**config.mk**
```make
export PLATFORM = sky130hd
export DESIGN_NAME = set_key_scheduler
export DESIGN_NICKNAME = d
export VERILOG_FILES = /design/src/rtl/set_key_scheduler_pkg.sv /design/src/rtl/set_key_scheduler_autorep_timer.sv /design/src/rtl/set_key_scheduler.sv
export SDC_FILE = /design/constraint.sdc
export NUM_CORES = 1
export LEC_CHECK = 0
export BUFFER_PORTS_ARGS = -buffer_cell sky130_fd_sc_hd__buf_2
export CORE_MARGIN = 4
export CORE_UTILIZATION = 40
export CTS_BUF_LIST = sky130_fd_sc_hd__clkbuf_4
export DETAILED_ROUTE_END_ITERATION = 7
export PLACE_DENSITY = 0.66
export SLEW_MARGIN = 10
export SYNTH_ARGS = -nofsm -noshare
export SYNTH_HDL_FRONTEND = slang
export SYNTH_SLANG_ARGS = --single-unit
```
**constraint.sdc**
```tcl
create_clock -name ck -period 2.81 [get_ports ck]
set_input_delay 0.562 -clock ck [delete_from_list [all_inputs] [get_ports ck]]
set_output_delay 0.562 -clock ck [all_outputs]
set_load 0.02 [all_outputs]
```
**src/rtl/set_key_scheduler_pkg.sv**
```systemverilog
// Shared types for the set-key scheduler: FSM state encodings, key ownership,
// target select constants and the step-routing helper.
package set_key_scheduler_pkg;

    typedef enum logic [2:0] {
        ST_IDLE     = 3'd0,
        ST_FIRST    = 3'd1,
        ST_HOLD     = 3'd2,
        ST_REPEAT   = 3'd3,
        ST_WAIT_REL = 3'd4
    } state_e;

    typedef enum logic {
        OWNER_MM = 1'b0,
        OWNER_HH = 1'b1
    } owner_e;

    localparam logic TARGET_CLOCK = 1'b1;
    localparam logic TARGET_ALARM = 1'b0;

    // Returns {alarm24, alarm60, clock24, clock60} for one manual step.
    function automatic logic [3:0] route_step(input logic step, input owner_e owner,
                                              input logic target);
        logic [3:0] r;
        r = 4'b0000;
        if (step) begin
            if (owner == OWNER_MM && target == TARGET_CLOCK) r[0] = 1'b1;
            if (owner == OWNER_HH && target == TARGET_CLOCK) r[1] = 1'b1;
            if (owner == OWNER_MM && target == TARGET_ALARM) r[2] = 1'b1;
            if (owner == OWNER_HH && target == TARGET_ALARM) r[3] = 1'b1;
        end
        return r;
    endfunction

endpackage

```
**src/rtl/set_key_scheduler_autorep_timer.sv**
```systemverilog
// Loadable down-counter for hold/repeat delays; stops at zero and flags it.
module set_key_scheduler_autorep_timer #(
    parameter int CNT_W = 5
) (
    input  logic             ck,
    input  logic             reset,
    input  logic             load,
    input  logic [CNT_W-1:0] load_value,
    input  logic             en,
    output logic             zero
);

    logic [CNT_W-1:0] count_reg;

    always_ff @(posedge ck or negedge reset) begin
        if (!reset) begin
            count_reg <= '0;
        end else if (load) begin
            count_reg <= load_value;
        end else if (en && count_reg != '0) begin
            count_reg <= count_reg - CNT_W'(1);
        end
    end

    assign zero = (count_reg == '0);

endmodule

```
**src/rtl/set_key_scheduler.sv**
```systemverilog
// Turns mm/hh set-key presses into single steps plus auto-repeat pulses for the
// clock/alarm minute and hour counters, merging the timebase minute tick.
module set_key_scheduler
    import set_key_scheduler_pkg::*;
#(
    parameter int HOLD_CYCLES   = 20,
    parameter int REPEAT_CYCLES = 5,
    parameter int CNT_W         = 5
) (
    input  logic ck,
    input  logic reset,
    input  logic mm,
    input  logic hh,
    input  logic clock_alarm,
    input  logic min,
    output logic up_clock60,
    output logic up_clock24,
    output logic up_alarm60,
    output logic up_alarm24,
    output logic busy
);

    state_e     state_reg, state_next;
    owner_e     owner_reg, owner_next;
    logic       target_reg, target_next;
    logic       mm_prev_reg, hh_prev_reg;
    logic       first_idle_reg;
    logic       pending_reg, pending_next;
    logic       step;
    logic       tmr_load, tmr_en, tmr_zero;
    logic [CNT_W-1:0] tmr_load_value;
    logic       owner_held;
    logic       mm_rise, hh_rise;
    logic [3:0] route;
    logic [1:0] c60_sum;

    assign mm_rise    = mm & ~mm_prev_reg;
    assign hh_rise    = hh & ~hh_prev_reg;
    assign owner_held = (owner_reg == OWNER_MM) ? mm : hh;

    set_key_scheduler_autorep_timer #(.CNT_W(CNT_W)) u_timer (
        .ck         (ck),
        .reset      (reset),
        .load       (tmr_load),
        .load_value (tmr_load_value),
        .en         (tmr_en),
        .zero       (tmr_zero)
    );

    always_ff @(posedge ck or negedge reset) begin
        if (!reset) begin
            state_reg      <= ST_IDLE;
            owner_reg      <= OWNER_MM;
            target_reg     <= TARGET_ALARM;
            mm_prev_reg    <= 1'b0;
            hh_prev_reg    <= 1'b0;
            first_idle_reg <= 1'b1;
            pending_reg    <= 1'b0;
            up_clock60     <= 1'b0;
            up_clock24     <= 1'b0;
            up_alarm60     <= 1'b0;
            up_alarm24     <= 1'b0;
            busy           <= 1'b0;
        end else begin
            state_reg      <= state_next;
            owner_reg      <= owner_next;
            target_reg     <= target_next;
            mm_prev_reg    <= mm;
            hh_prev_reg    <= hh;
            first_idle_reg <= 1'b0;
            pending_reg    <= pending_next;
            up_clock60     <= (c60_sum != 2'd0);
            up_clock24     <= route[1];
            up_alarm60     <= route[2];
            up_alarm24     <= route[3];
            busy           <= (state_next != ST_IDLE);
        end
    end

    always_comb begin
        state_next     = state_reg;
        owner_next     = owner_reg;
        target_next    = target_reg;
        step           = 1'b0;
        tmr_load       = 1'b0;
        tmr_load_value = '0;
        tmr_en         = 1'b0;
        case (state_reg)
            ST_IDLE: begin
                // A key already down as reset lifts must be released before it counts.
                if (first_idle_reg && (mm || hh)) begin
                    state_next = ST_WAIT_REL;
                end else if (mm_rise) begin
                    owner_next  = OWNER_MM;
                    target_next = clock_alarm;
                    state_next  = ST_FIRST;
                end else if (hh_rise) begin
                    owner_next  = OWNER_HH;
                    target_next = clock_alarm;
                    state_next  = ST_FIRST;
                end
            end
            ST_FIRST: begin
                step           = 1'b1;
                tmr_load       = 1'b1;
                tmr_load_value = CNT_W'(HOLD_CYCLES - 1);
                state_next     = owner_held ? ST_HOLD : ST_IDLE;
            end
            ST_HOLD, ST_REPEAT: begin
                if (!owner_held) begin
                    state_next = ST_IDLE;
                end else if (tmr_zero) begin
                    step           = 1'b1;
                    tmr_load       = 1'b1;
                    tmr_load_value = CNT_W'(REPEAT_CYCLES - 1);
                    state_next     = ST_REPEAT;
                end else begin
                    tmr_en = 1'b1;
                end
            end
            ST_WAIT_REL: begin
                if (!mm && !hh) state_next = ST_IDLE;
            end
            default: state_next = ST_IDLE;
        endcase
    end

    // A minute tick colliding with a manual step is deferred one cycle, not dropped.
    always_comb begin
        route        = route_step(step, owner_reg, target_reg);
        c60_sum      = {1'b0, min} + {1'b0, route[0]} + {1'b0, pending_reg};
        pending_next = (c60_sum >= 2'd2);
    end

endmodule

```
* Word-level counts from Yosys, hierarchy flattened *
Index checks and enable logic that the tools add are counted.

cells by class
  add/sub/neg operators = 3
  $lt $le $gt $ge = 1
  eq/ne operators = 4
  muxes and demuxes = 29
  bitwise gates (word level) = 7
  reduce and logical (&&, ||, !) cells = 19

operators by type and width
  kind                   number
  $mux W3                8
  $mux W1                14
  $pmux W3 S4            1
  $mux W5                2
  $pmux W5 S2            1
  $logic_and A1 B1 Y1    7
  $eq A3 B2 Y1 const B   2
  $reduce_bool A2 Y1     3
  $logic_not A5 Y1       1
  $not A1 Y1             5
  $reduce_bool A5 Y1     1
  $sub A5 B1 Y5 const B  1
  $mux W4                1
  $eq A3 B1 Y1 const B   1
  $eq A3 B3 Y1 const B   1
  $logic_not A3 Y1       1
  $reduce_and A3 Y1      1
  $reduce_bool A3 Y1     1
  $add A1 B1 Y2          1
  $add A2 B1 Y2          1
  $and A1 B1 Y1          2
  $ge A2 B2 Y1 const B   1
  $logic_not A1 Y1       2
  $mux W2                1
  other kinds (3)        3

storage, ports and cells
  bits in registers = 19
  bits of input ports = 6
  output and inout bits = 5

* Logic depth before layout (Yosys ltp) *
  depth after elaboration = 8
  gate-level depth with buffers = 8
  mapped depth without buffers = 8

* Cells and area by module *
From an unflattened synthesis, not the netlist that was laid out.

unflattened totals
  cell total of the unflattened synthesis = 77
  area total of the unflattened synthesis = 914.6 µm²

by module, submodules not included
  module                           times used  cells each  area an instance (µm²)  seq. area each (µm²)
  set_key_scheduler                1           45          610.6                   351.6
  set_key_scheduler_autorep_timer  1           32          304.0                   125.1

* Worst setup path before layout *
No wires, ideal clock.

  path kind = register to register
  start = register u_timer.count_reg[0]
  end = register up_clock60
  library setup time = 0.127 ns
  data arrival time = 2.157 ns
  slack = 0.525 ns
  cell stages (with the launch flop) = 9
  buffers on the path = 0
  period minus slack after synthesis = 2.285 ns
  path through = dfrtp_1 > inv_1 > ha_1 > nor4b_2 > nand3_1 > a21o_1 > nor3b_1 > fa_1 > or2_2

on the way
  word-level cells in the longest chain between the ends = 8

RTL lines
  item                    RTL line                               source
  from (decl)             set_key_scheduler_autorep_timer.sv:13  logic [CNT_W-1:0] count_reg;
  from (signal assigned)  set_key_scheduler_autorep_timer.sv:19  count_reg <= load_value;
  from (signal assigned)  set_key_scheduler_autorep_timer.sv:21  count_reg <= count_reg - CNT_W'(1);
  $logic_not A5 Y1        set_key_scheduler_autorep_timer.sv:25  assign zero = (count_reg == '0);
  $mux W1                 set_key_scheduler.sv:112               end else if (tmr_zero) begin
  $mux W1                 set_key_scheduler.sv:110               if (!owner_held) begin
  $pmux W1 S2             set_key_scheduler.sv:88                case (state_reg)
  $mux W4                 set_key_scheduler_pkg.sv:26            if (step) begin
  $add A1 B1 Y2           set_key_scheduler.sv:131               c60_sum = {1'b0, min} + {1'b0, route[0]} + {1'b0, pending_reg};
  $add A2 B1 Y2           set_key_scheduler.sv:131
  $reduce_bool A2 Y1      set_key_scheduler.sv:72                up_clock60 <= (c60_sum != 2'd0);
  to (signal assigned)    set_key_scheduler.sv:72
  to (decl)               set_key_scheduler.sv:16                output logic up_clock60,

Every way passes these cells.
A chain may end at the register's enable or synchronous reset.

* Final worst setup path *
Ends and elaborated chain as after synthesis.

==> results list <==
- The run finished with clean final reports.
- STA classifies the critical path startpoint as a flip-flop.
- Post-Route WL: 1.52 mm
- Across the run, the number of max-cap violations was 0.
- After detailed routing, the average wire length per cell comes to 13.1 µm.
- Netlist cell types: 33
- The synthesized design contains 0 enable-type register cells.
- Summed over all cells, the static leakage comes to 0.000444 µW.
- Measured in cells, the most critical reg-to-reg path has a length of 8.
- For this run the aggregate overflow at the end of global routing stands at 0.
- The layer flagged by global routing as most heavily used is met2.
* Min cycle time layout: 2530 ps
- Across the VDD grid, the largest voltage drop is 0.430 mV.
- The worst path uses 90.1% of the clock period.
* Starting Density: 42.7%
- Post-DRT Antenna Nets: 0
- Power per cell area: 612 nW/µm²
- Input and output buffers added on the ports amount to 10.
* Sequential cell area fraction in the yosys report: 55.8%
- Post-DP HPWL: 1.19 mm
* Hold_buf cts: 0
- The Yosys step of the flow raised 0 warnings.
- Dividing the detail-routed via count by the number of cells gives 5.34.
- Flops & latches, synth: 19
- Setup violation total in the final timing report: 0
- Dominant cell type by area after synthesis: dfrtp_1
* Peak fanout along the critical path: 3
- The final number of hold-violating endpoints is 0.
- Global-route wire length before repair: 2.69 mm
* Kind of end point of the critical path: flip-flop
- Pin placement for this block handled 11 I/O pins.
- In this run, post-CTS repair resized a total of 0 instances.
- Post-Route Setup TNS: 0 ps
- The first routing iteration left 8 violations.
- The repair_antennas step left the layout with diodes totalling 0.
- Most used flip-flop cell after synthesis: dfrtp_1
- Number of CTS-inserted buffers: 3
* Vias in the first global route: 618
* Post-synthesis instance area: 855 µm²
- Proportion of layout cells with a drive suffix above 1: 24.7%
* Number of antenna violations at the first check in global routing: 0
* Core utilization of the finished layout: 48.4%
- Placeable Area: 2000 µm²
- Worst hold path type: primary input to asynchronous set/reset pin
* Met2 track demand over resource: 21.7%
* Worst-path clk slew: 100 ps
- Count of mapped cells out of synthesis: 75
- Of all flip-flops after synthesis, the portion carrying an async set or reset was 100%.
- Proportion of netlist area held by the largest area contributor: 52.7%
- Die boundary height: 54.2 µm
- The worst register-to-register path has a setup slack of 280 ps.
* GRT Resource Usage Total: 12.9%
- Setup repair after global routing left no endpoint under its margin.
- Detailed routing inserted a total of 620 vias.
* Dominant cells by area after synthesis: dfrtp_1 53%, dfstp_2 3.1%, nor2_1 3.1%
* Root Buffer Master: clkbuf_4
- Number of buffers on the longest clock path: 2
* Largest net degree at the start of global routing: 20
- Die Outline Area: 2940 µm²
- Filler cell count in the final layout: 186
* CTS tree: done
* Synthesis-to-layout area growth: 13.3%
- Flip-flop count of the largest register, all copies and words added: 5
* R2r endpoint: up_clock60
* GR met1 Demand/Resource: 14.8%
- Post-synthesis area per instance: 11.4 µm²
- The initialized floorplan defines 16 standard-cell rows.
- Synthesis produced a netlist with a net count of 84.
* GR met3 Demand/Resource: 5.72%
* Final number of max-transition violations: 0
- Post-CTS setup repair buffer count: 0
- Req. time, crit path: 3000 ps
- The floorplan step set the die width to 54.2 µm.
* Top achievable clock speed: 395 MHz
- For the worst-skew pair, the clock arrives at the later sink with an insertion delay of 300 ps.
- After detailed routing, the number of remaining DRC violations is 0.
* Gpl congestion: 0.854
* Post-Route Skew: 7.70 ps
* Critical setup path kind: flip-flop to flip-flop
* H-Tree Level Count: 1
- Number of search-and-repair iterations in the first detailed-routing pass: 4
- For the worst setup path, the data arrival time is 2720 ps.
- The final layout contains 99 nets.
- CTS sink cnt: 19
- The startpoint identified for the worst register-to-register timing path is u_timer.count_reg[0].
## area by class of cell
cell class	instances	area, µm²	area share (%)
well taps	27	33.8	3.49
inverters	4	15.0	1.55
multi-input cells	52	363	37.5
flip-flops and latches	19	477	49.2
clock buffers	4	30.0	3.10
repair buffers	10	50.0	5.17
## metal layers
metal / part of all wire (%) / routed length (µm) / vias to the layer above
met4: 0.66 / 10 / 0
li1: - / - / 293
met3: 5.3 / 80 / 2
met5: 0 / 0 / -
met2: 52 / 795 / 13
met1: 42 / 634 / 312
## per-stage QoR
stage	instances	cell area (µm²)	hold slack (ps)	total power [µW]	setup WS, ps
after floorplan	75	855	266	413	525
after global placement	112	938	482	447	449
after detailed placement	112	938	488	455	318
after CTS	116	968	190	601	294
after global routing	116	968	190	630	81.8
final	116	968	175	592	278
## worst max-delay path, cell delays in order, from the launching register on
cell	delay (ps)
dfrtp_1	410
inv_1	120
ha_1	190
nor4b_2	350
nand3_1	160
a21o_1	220
nor3b_1	250
fa_1	440
or2_2	300
## power breakdown
part / total, µW / leakage [µW] / switching (µW) / internal [µW]
Combinational: 106 / 0.000195 / 56.7 / 49.0
Clock: 145 / 0.0000184 / 80.0 / 64.9
Sequential: 342 / 0.000230 / 33.6 / 308
## cells in the final DEF (no fill, tap or decap), types with 2 or more instances in the layout
cell      instances
dfrtp_1          18
o31ai_1           2
clkbuf_4          4
inv_1             4
nand3_1           3
nand2b_1          3
nand2_1           4
nor2_1            7
a21oi_1           2
ha_1              2
mux2_2            2
buf_2            10
nor3b_1           2
nor2b_1           2
o21ai_0           4
## worst max path at each step
| stage | start | end | cells after the start |
|---|---|---|---|
| floorplan | u_timer.count_reg[0] | up_clock60 | 8 |
| global placement | u_timer.count_reg[0] | up_clock60 | 8 |
| detailed placement | u_timer.count_reg[0] | up_clock60 | 8 |
| CTS | u_timer.count_reg[0] | up_clock60 | 8 |
| global route | u_timer.count_reg[0] | up_clock60 | 8 |
| finish | u_timer.count_reg[0] | up_clock60 | 8 |
## cell families (layout without fill, tap and decap cells)
kind of cell / Yosys count / in the layout / share of synthesized area (%)
compound gates: 13 / 13 / 9.81
fa+ha+maj: 3 / 3 / 5.27
buf+inv: 4 / 18 / 1.76
flops: 19 / 19 / 55.8
mux: 3 / 3 / 4.39
other cells: 1 / 1 / 0.439
simple gates: 32 / 32 / 22.5
## Yosys cell counts (all sizes together) (2+ instances only)
cell	count
nand2b	3
nand2	4
mux2	3
inv	4
nand3	3
nor3b	2
o31ai	2
dfrtp	18
o21ai	4
ha	2
nor2b	2
a21oi	2
nor2	7
Note: power is estimated with default switching activity, not from simulation.
